`config.mk`:
```
export PLATFORM = sky130hd
export DESIGN_NAME = sys_cmd_ctrl
export DESIGN_NICKNAME = d
export VERILOG_FILES = /design/src/rtl/sys_cmd_ctrl.sv
export SDC_FILE = /design/constraint.sdc
export NUM_CORES = 1
export LEC_CHECK = 0
export CORE_AREA = 2 2 79 81
export DETAILED_ROUTE_END_ITERATION = 8
export DIE_AREA = 0 0 81 83
export HOLD_SLACK_MARGIN = 0.05
export PLACE_DENSITY = 0.87
export SLEW_MARGIN = 30
export SYNTH_ARGS = -nofsm -noshare
export SYNTH_HDL_FRONTEND = slang
export SYNTH_SLANG_ARGS = --single-unit
```
`constraint.sdc`:
```
create_clock -name CLK -period 2.26 [get_ports CLK]
set_input_delay 0.452 -clock CLK [delete_from_list [all_inputs] [get_ports CLK]]
set_output_delay 0.452 -clock CLK [all_outputs]
set_load 0.03 [all_outputs]
```
`src/rtl/sys_cmd_ctrl.sv`:
```
// sys_cmd_ctrl: UART command sequencer between the RX byte stream and the RegFile/ALU datapath.
// Decodes AA/BB/CC/DD frames, drives registered RF/ALU strobes and pushes result bytes to TX.
module sys_cmd_ctrl #(
    parameter int unsigned DATA_WIDTH = 8,
    parameter int unsigned ADDR_WIDTH = 4,
    parameter int unsigned FUN_WIDTH  = 4
) (
    input  logic                    CLK,
    input  logic                    RST,
    input  logic [DATA_WIDTH-1:0]   RX_P_DATA,
    input  logic                    RX_D_VLD,
    input  logic [DATA_WIDTH-1:0]   RF_RD_DATA,
    input  logic                    RF_RD_DATA_VLD,
    input  logic [2*DATA_WIDTH-1:0] ALU_OUT,
    input  logic                    ALU_OUT_VLD,
    input  logic                    FIFO_FULL,
    output logic [ADDR_WIDTH-1:0]   RF_ADDR,
    output logic                    RF_WR_EN,
    output logic                    RF_RD_EN,
    output logic [DATA_WIDTH-1:0]   RF_WR_DATA,
    output logic                    ALU_EN,
    output logic [FUN_WIDTH-1:0]    ALU_FUN,
    output logic                    CLK_GATE_EN,
    output logic [DATA_WIDTH-1:0]   TX_P_DATA,
    output logic                    TX_D_VLD
);

    localparam logic [DATA_WIDTH-1:0] OpRfWrite = DATA_WIDTH'(8'hAA);
    localparam logic [DATA_WIDTH-1:0] OpRfRead  = DATA_WIDTH'(8'hBB);
    localparam logic [DATA_WIDTH-1:0] OpAluOps  = DATA_WIDTH'(8'hCC);
    localparam logic [DATA_WIDTH-1:0] OpAluNop  = DATA_WIDTH'(8'hDD);

    typedef enum logic [3:0] {
        StIdle,
        StWrAddr,
        StWrData,
        StRdAddr,
        StRdWait,
        StAluA,
        StAluB,
        StAluFun,
        StAluWait,
        StTxByte,
        StTxLsb,
        StTxMsb
    } state_e;

    state_e                  state_q;
    logic [ADDR_WIDTH-1:0]   addr_q;
    logic [DATA_WIDTH-1:0]   rd_data_q;
    logic [2*DATA_WIDTH-1:0] alu_res_q;

    logic [ADDR_WIDTH-1:0]   rx_addr;
    logic [FUN_WIDTH-1:0]    rx_fun;

    assign rx_addr = RX_P_DATA[ADDR_WIDTH-1:0];
    assign rx_fun  = RX_P_DATA[FUN_WIDTH-1:0];

    always_ff @(posedge CLK or negedge RST) begin
        if (!RST) begin
            state_q     <= StIdle;
            addr_q      <= '0;
            rd_data_q   <= '0;
            alu_res_q   <= '0;
            RF_ADDR     <= '0;
            RF_WR_EN    <= 1'b0;
            RF_RD_EN    <= 1'b0;
            RF_WR_DATA  <= '0;
            ALU_EN      <= 1'b0;
            ALU_FUN     <= '0;
            CLK_GATE_EN <= 1'b0;
            TX_P_DATA   <= '0;
            TX_D_VLD    <= 1'b0;
        end else begin
            // Strobes are single-cycle; data outputs hold their last value.
            RF_WR_EN <= 1'b0;
            RF_RD_EN <= 1'b0;
            ALU_EN   <= 1'b0;
            TX_D_VLD <= 1'b0;

            case (state_q)
                StIdle: begin
                    if (RX_D_VLD) begin
                        case (RX_P_DATA)
                            OpRfWrite: state_q <= StWrAddr;
                            OpRfRead:  state_q <= StRdAddr;
                            OpAluOps:  state_q <= StAluA;
                            OpAluNop:  state_q <= StAluFun;
                            default:   state_q <= StIdle;
                        endcase
                    end
                end
                StWrAddr: begin
                    if (RX_D_VLD) begin
                        addr_q  <= rx_addr;
                        state_q <= StWrData;
                    end
                end
                StWrData: begin
                    if (RX_D_VLD) begin
                        RF_WR_EN   <= 1'b1;
                        RF_ADDR    <= addr_q;
                        RF_WR_DATA <= RX_P_DATA;
                        state_q    <= StIdle;
                    end
                end
                StRdAddr: begin
                    if (RX_D_VLD) begin
                        RF_RD_EN <= 1'b1;
                        RF_ADDR  <= rx_addr;
                        state_q  <= StRdWait;
                    end
                end
                StRdWait: begin
                    if (RF_RD_DATA_VLD) begin
                        rd_data_q <= RF_RD_DATA;
                        state_q   <= StTxByte;
                    end
                end
                StAluA: begin
                    if (RX_D_VLD) begin
                        RF_WR_EN   <= 1'b1;
                        RF_ADDR    <= ADDR_WIDTH'(0);
                        RF_WR_DATA <= RX_P_DATA;
                        state_q    <= StAluB;
                    end
                end
                StAluB: begin
                    if (RX_D_VLD) begin
                        RF_WR_EN   <= 1'b1;
                        RF_ADDR    <= ADDR_WIDTH'(1);
                        RF_WR_DATA <= RX_P_DATA;
                        state_q    <= StAluFun;
                    end
                end
                StAluFun: begin
                    if (RX_D_VLD) begin
                        ALU_EN      <= 1'b1;
                        ALU_FUN     <= rx_fun;
                        CLK_GATE_EN <= 1'b1;
                        state_q     <= StAluWait;
                    end
                end
                StAluWait: begin
                    // Gate stays open through the cycle the result arrives.
                    if (ALU_OUT_VLD) begin
                        alu_res_q   <= ALU_OUT;
                        CLK_GATE_EN <= 1'b0;
                        state_q     <= StTxLsb;
                    end
                end
                StTxByte: begin
                    if (!FIFO_FULL) begin
                        TX_D_VLD  <= 1'b1;
                        TX_P_DATA <= rd_data_q;
                        state_q   <= StIdle;
                    end
                end
                StTxLsb: begin
                    if (!FIFO_FULL) begin
                        TX_D_VLD  <= 1'b1;
                        TX_P_DATA <= alu_res_q[DATA_WIDTH-1:0];
                        state_q   <= StTxMsb;
                    end
                end
                StTxMsb: begin
                    if (!FIFO_FULL) begin
                        TX_D_VLD  <= 1'b1;
                        TX_P_DATA <= alu_res_q[2*DATA_WIDTH-1:DATA_WIDTH];
                        state_q   <= StIdle;
                    end
                end
                default: state_q <= StIdle;
            endcase
        end
    end

endmodule
```
* Word level (Yosys, flattened, before mapping)
Index checks and enable logic that the tools add are counted.
** Word-level totals
- Bits in registers :: 61
- Input bits :: 38
- Output and inout port bits :: 29
** Cells by class
- Equal/unequal tests :: 28
- Multiplexer cells :: 30
- Reductions and logical operators :: 16
** Operators by type and width (number)
- two-way mux 4 bit :: 14
- case mux 4 bit (11 select lines) :: 1
- == test 8 bit, second input constant :: 4
- inequality test 2 bit, second input constant :: 13
- two-way mux 8 bit :: 3
- case mux 8 bit (3 select lines) :: 1
- == test 4 x 3 -> 1 bit, second input constant :: 4
- == test 4 bit, second input constant :: 4
- case mux 4 bit (4 select lines) :: 1
- case mux 3 bit (4 select lines) :: 1
- AND reduction 11 bit :: 1
- AND reduction 2 bit :: 5
- == test 4 x 2 -> 1 bit, second input constant :: 2
- two-way mux 1 bit :: 8
- OR reduction 3 bit :: 2
- AND reduction 5 bit :: 1
- == test 4 x 1 -> 1 bit, second input constant :: 1
- zero test 4 bit :: 1
- AND reduction 4 bit :: 1
- nonzero test 4 bit :: 1
- AND reduction 3 bit :: 1
- nonzero test 3 bit :: 1
- case mux 1 bit (2 select lines) :: 1
- nonzero test 2 bit :: 1
- OR reduction 2 bit :: 1

* Longest topological paths before layout
- Word-level depth :: 4
- Depth in mapped cells :: 7

* Worst setup path after synthesis
OpenSTA, ideal clock, no wires.
- Path type :: reg2reg
- From :: register state_q[1]
- To :: register state_q[1]
- Setup time :: 126 ps
- Arrival :: 1521 ps
- Data required time :: 2134 ps
- Setup slack :: 613 ps
- Stages on the path, launching flop included :: 6
- Path buffers :: 1
- Cells stage by stage :: dfrtp_1 buf_6 or2_4 o32a_4 o211a_1 a221o_1
** Between the ends
- Word-level cells in the longest chain between the ends :: 4
- Elaborated cells on any way between the ends :: 26
** RTL lines
- from (decl) :: line 48 : state_e state_q;
- from (signal assigned) :: line 61 : state_q <= StIdle;
- from (signal assigned) :: line 85 : OpRfWrite: state_q <= StWrAddr;
- from (signal assigned) :: line 86 : OpRfRead: state_q <= StRdAddr;
- == test 4 bit :: line 81 : case (state_q)
- OR reduction 2 bit (no source line)
- inequality test 2 bit (no source line)
- AND reduction 11 bit (no source line)
Parallel ways exist; a longest one is shown, timed or not.
A chain may end at the register's enable or synchronous reset.

* Final worst setup path
- From :: register state_q[1]
- To :: register RF_ADDR[0]
** Between the ends
- Word-level cells in the longest chain between the ends :: 3
- Elaborated cells on any way between the ends :: 11
** RTL lines
- == test 4 x 3 -> 1 bit or == test 4 x 2 -> 1 bit (tied branches) :: line 81
- nonzero test 4 bit (no source line) or inequality test 2 bit (tied branches)
- AND reduction 5 bit (no source line)
- to (signal assigned) :: line 102 : RF_ADDR <= addr_q;
- to (signal assigned) :: line 110 : RF_ADDR <= rx_addr;
- to (decl) :: line 17 : output logic [ADDR_WIDTH-1:0] RF_ADDR,
Parallel ways exist; a longest one is shown, timed or not.

==> out/summary.log <==
[critical_path] Critical-path top delay cell sky130_fd_sc_hd__dfrtp_1
[floorplan] Vert. Die Dim 83 um
[yosys] Post-Synthesis Mean Instance Area 12.0 um^2
[drt] antenna violation net count after detailed routing 0
[sta] max-slew headroom at the worst pin 0.563
[critical_path] reg-to-reg setup timing slack 0.26 ns
[sta] maximum clock rate 501 MHz
[grt] wire length of the first global-routing pass 10.3 mm
[yosys] number of enable-type register cells in the synthesized netlist 0
[power_and_ir_drop] final total power 5060 uW
[sta] Post-Route Setup TNS 0 ns
[grt] initial antenna violation count 0
[clocking] total setup buffers inserted after CTS 0
[status] status complete, no violations
[finish] area added between synthesis and finish 32.5%
[yosys] number of distinct library cell variants in the gate-level netlist after synthesis 42
[drt] starting DRC count in detailed routing 234
[finish] number of diodes 0
[clocking] CTS Hold Bufs 0
[drt] average wire per standard cell 15.7 um
[grt] Congestion Overflow GR 0
[clocking] worst-skew pair later-pin latency 0.33 ns
[critical_path] start-to-end type of the worst setup path reg2reg
[yosys] synthesized net count 274
[critical_path] Crit Reg-Reg Startpoint state_q[1]$_DFFE_PN0P_
[grt] largest net degree at the start of global routing 31
[drt] DR pass1 iterations 4
[drt] Vias per Instance 5.38
[clocking] number of sinks driven by the clock tree 61
[power_and_ir_drop] Leakage 0.00162 uW
[floorplan] initial cell density of the core 0.487
[critical_path] number of cells on the worst reg-to-reg path 4
[critical_path] critical-path maximum fanout 21
[critical_path] kind of start point of the critical path register
[yosys] synth cell count leaders sky130_fd_sc_hd__dfrtp_1, sky130_fd_sc_hd__mux2_2, sky130_fd_sc_hd__o21ai_0
[critical_path] arrival time at the worst endpoint 2.21 ns
[yosys] main area contributors after synthesis sky130_fd_sc_hd__dfrtp_1, sky130_fd_sc_hd__mux2_2, sky130_fd_sc_hd__o21ai_0
[critical_path] crit path capture type register
[finish] finished layout cell area 3750 um^2
[sta] slew at the pin closest to its max-slew limit 0.655 ns
[sta] Slew Viols, Final 0
[yosys] number of synthesis warnings 0
[floorplan] horizontal die dimension 81 um
[sta] final period utilization 0.883
[yosys] most repeated cell in the gate-level netlist after synthesis sky130_fd_sc_hd__dfrtp_1
[sta] worst-case clock skew 0.0108 ns
[placement] weighted congestion reported at the end of routability-driven placement 0.901
[grt] overall track demand over capacity in global routing 0.199
[placement] count of port buffers added during placement 66
[drt] # DRC 0
[clocking] H-tree Lvls 3
[grt] via count of the first global-routing pass 2066
[clocking] maximum root-to-sink buffer count 2
[sta] unrepaired setup endpoints after global routing no
[yosys] largest area contributor in the netlist sky130_fd_sc_hd__dfrtp_1
[critical_path] worst path cell trace and3b_1 > o211a_1 > or2_4 > mux2_4
[critical_path] capturing point of the worst reg2reg path RF_ADDR[0]$_DFFE_PN0P_
[yosys] ys flop type sky130_fd_sc_hd__dfrtp_1
[yosys] Synth Register Bits 61
[critical_path] crit-path max cell delay 0.73 ns
[yosys] Cell Area, Synth 2830 um^2
[sta] Finish-stage setup viols 0
[clocking] TritonCTS Buffers 9
[clocking] clk root buf sky130_fd_sc_hd__clkbuf_8
[sta] number of failing hold endpoints at the final stage 0
[critical_path] largest delay contributor family on the critical path flip-flops
[yosys] area share of the largest cell type after synthesis 0.539
[finish] fraction of layout cells with a size suffix above 1 0.225
[placement] post-DP HPWL 4.44 mm
[clocking] TritonCTS clock tree yes
[sta] Final min period 2.00 ns
[run] max_cap viols 0
[power_and_ir_drop] P per Cell Area 1350 nW/um^2
[drt] number of vias after detailed routing 2075
[hold_path] class of the tightest hold or removal check in2async
[yosys] proportion of register bits with asynchronous set or reset after synthesis 1.00
[power_and_ir_drop] IR Drop Worst-Case VDD 0.653 mV
[floorplan] area of the core 5820 um^2
[critical_path] data required time of the critical path 2.48 ns
[placement] Post-Place Cell Area 3570 um^2
[floorplan] # IOs 67
[clocking] clock-pin slew on the worst setup and hold paths 0.06 ns
[finish] nets 345
[clocking] cts repair resizes 0
[yosys] cell count after synthesis 236
[floorplan] total number of placement rows 28
[yosys] proportion of synthesized chip area in sequential cells 0.539
[floorplan] Die ar. 6720 um^2
[critical_path] Buffers & Inverters on Critical Path 0
[drt] Post-Route WL 6.04 mm
area by class of cell:
type | instances | area, um^2
Fill cell | 475 | 2060
Sequential cell | 61 | 1530
Timing Repair Buffer | 75 | 736
Inverter | 5 | 18.8
Clock inverter | 1 | 5.00
Tap cell | 75 | 93.8
Multi-Input combinational cell | 155 | 1200
Clock buffer | 14 | 173
placed cells by master (no fill, tap or decap), drive strengths merged, types with 3 or more instances in the layout:
| master | synthesis | layout |
|---|---|---|
| mux2i | 8 | 8 |
| or2 | 3 | 3 |
| nor2 | 6 | 6 |
| mux2 | 41 | 41 |
| a21oi | 4 | 4 |
| a31oi | 5 | 5 |
| nor3 | 6 | 6 |
| clkdlybuf4s50 | 0 | 65 |
| nand2 | 23 | 23 |
| clkbuf | 3 | 14 |
| dfrtp | 61 | 61 |
| buf | 12 | 10 |
| inv | 5 | 5 |
| nand4bb | 3 | 3 |
| o21ai | 24 | 24 |
worst max-delay path by stage:
| stage | slack (ns) | depth (start not counted) | endpoint | startpoint |
|---|---|---|---|---|
| 3_3_place_gp | 0.20 | 5 | state_q[1]$_DFFE_PN0P_ | RX_D_VLD |
| 4_1_cts | 0.28 | 4 | RF_ADDR[0]$_DFFE_PN0P_ | state_q[1]$_DFFE_PN0P_ |
| 3_5_place_dp | 0.08 | 5 | state_q[1]$_DFFE_PN0P_ | RX_P_DATA[2] |
| 5_1_grt | 0.18 | 4 | RF_ADDR[0]$_DFFE_PN0P_ | state_q[1]$_DFFE_PN0P_ |
| 6_report | 0.26 | 4 | RF_ADDR[0]$_DFFE_PN0P_ | state_q[1]$_DFFE_PN0P_ |
| 2_1_floorplan | 0.61 | 5 | state_q[1]$_DFFE_PN0P_ | state_q[1]$_DFFE_PN0P_ |
per-stage QoR:
stage | std cells | worst slack [ns] | hold slack, ns | utilization
floorplan | 236 | 0.613 | 0.156 | -
global placement | 371 | 0.195 | 0.467 | 0.614
detailed placement | 371 | 0.0796 | 0.475 | 0.614
CTS | 386 | 0.280 | 0.159 | 0.645
global route | 386 | 0.179 | 0.203 | 0.645
finish | 386 | 0.264 | 0.148 | 0.645
routing by layer:
layer,share of wire,GRT usage
met1,0.44,0.275
met5,0,0
met3,0.046,0.0380
met4,0.026,0.0971
met2,0.49,0.298
power breakdown:
group	internal, uW	switching (uW)
clock network	481	383
registers	1580	333
logic	1140	1140
sequential cells by signal, summed over array words and instances, names as in the netlist, 4 cells and up:
signal and count:
RF_WR_DATA 8, RF_ADDR 4, alu_res_q 16, state_q 4
TX_P_DATA 8, ALU_FUN 4, addr_q 4, rd_data_q 8
kinds of logic after synthesis:
| kind of cell | Yosys count | synth area share |
|---|---|---|
| DFF | 61 | 0.539 |
| and+or+nand+nor | 56 | 0.114 |
| muxes | 49 | 0.193 |
| AOI/OAI and AO/OA | 48 | 0.111 |
| buffers and inverters | 20 | 0.0371 |
| xor gates and xnor gates | 2 | 0.00619 |
(Power assumes the default switching activity.)
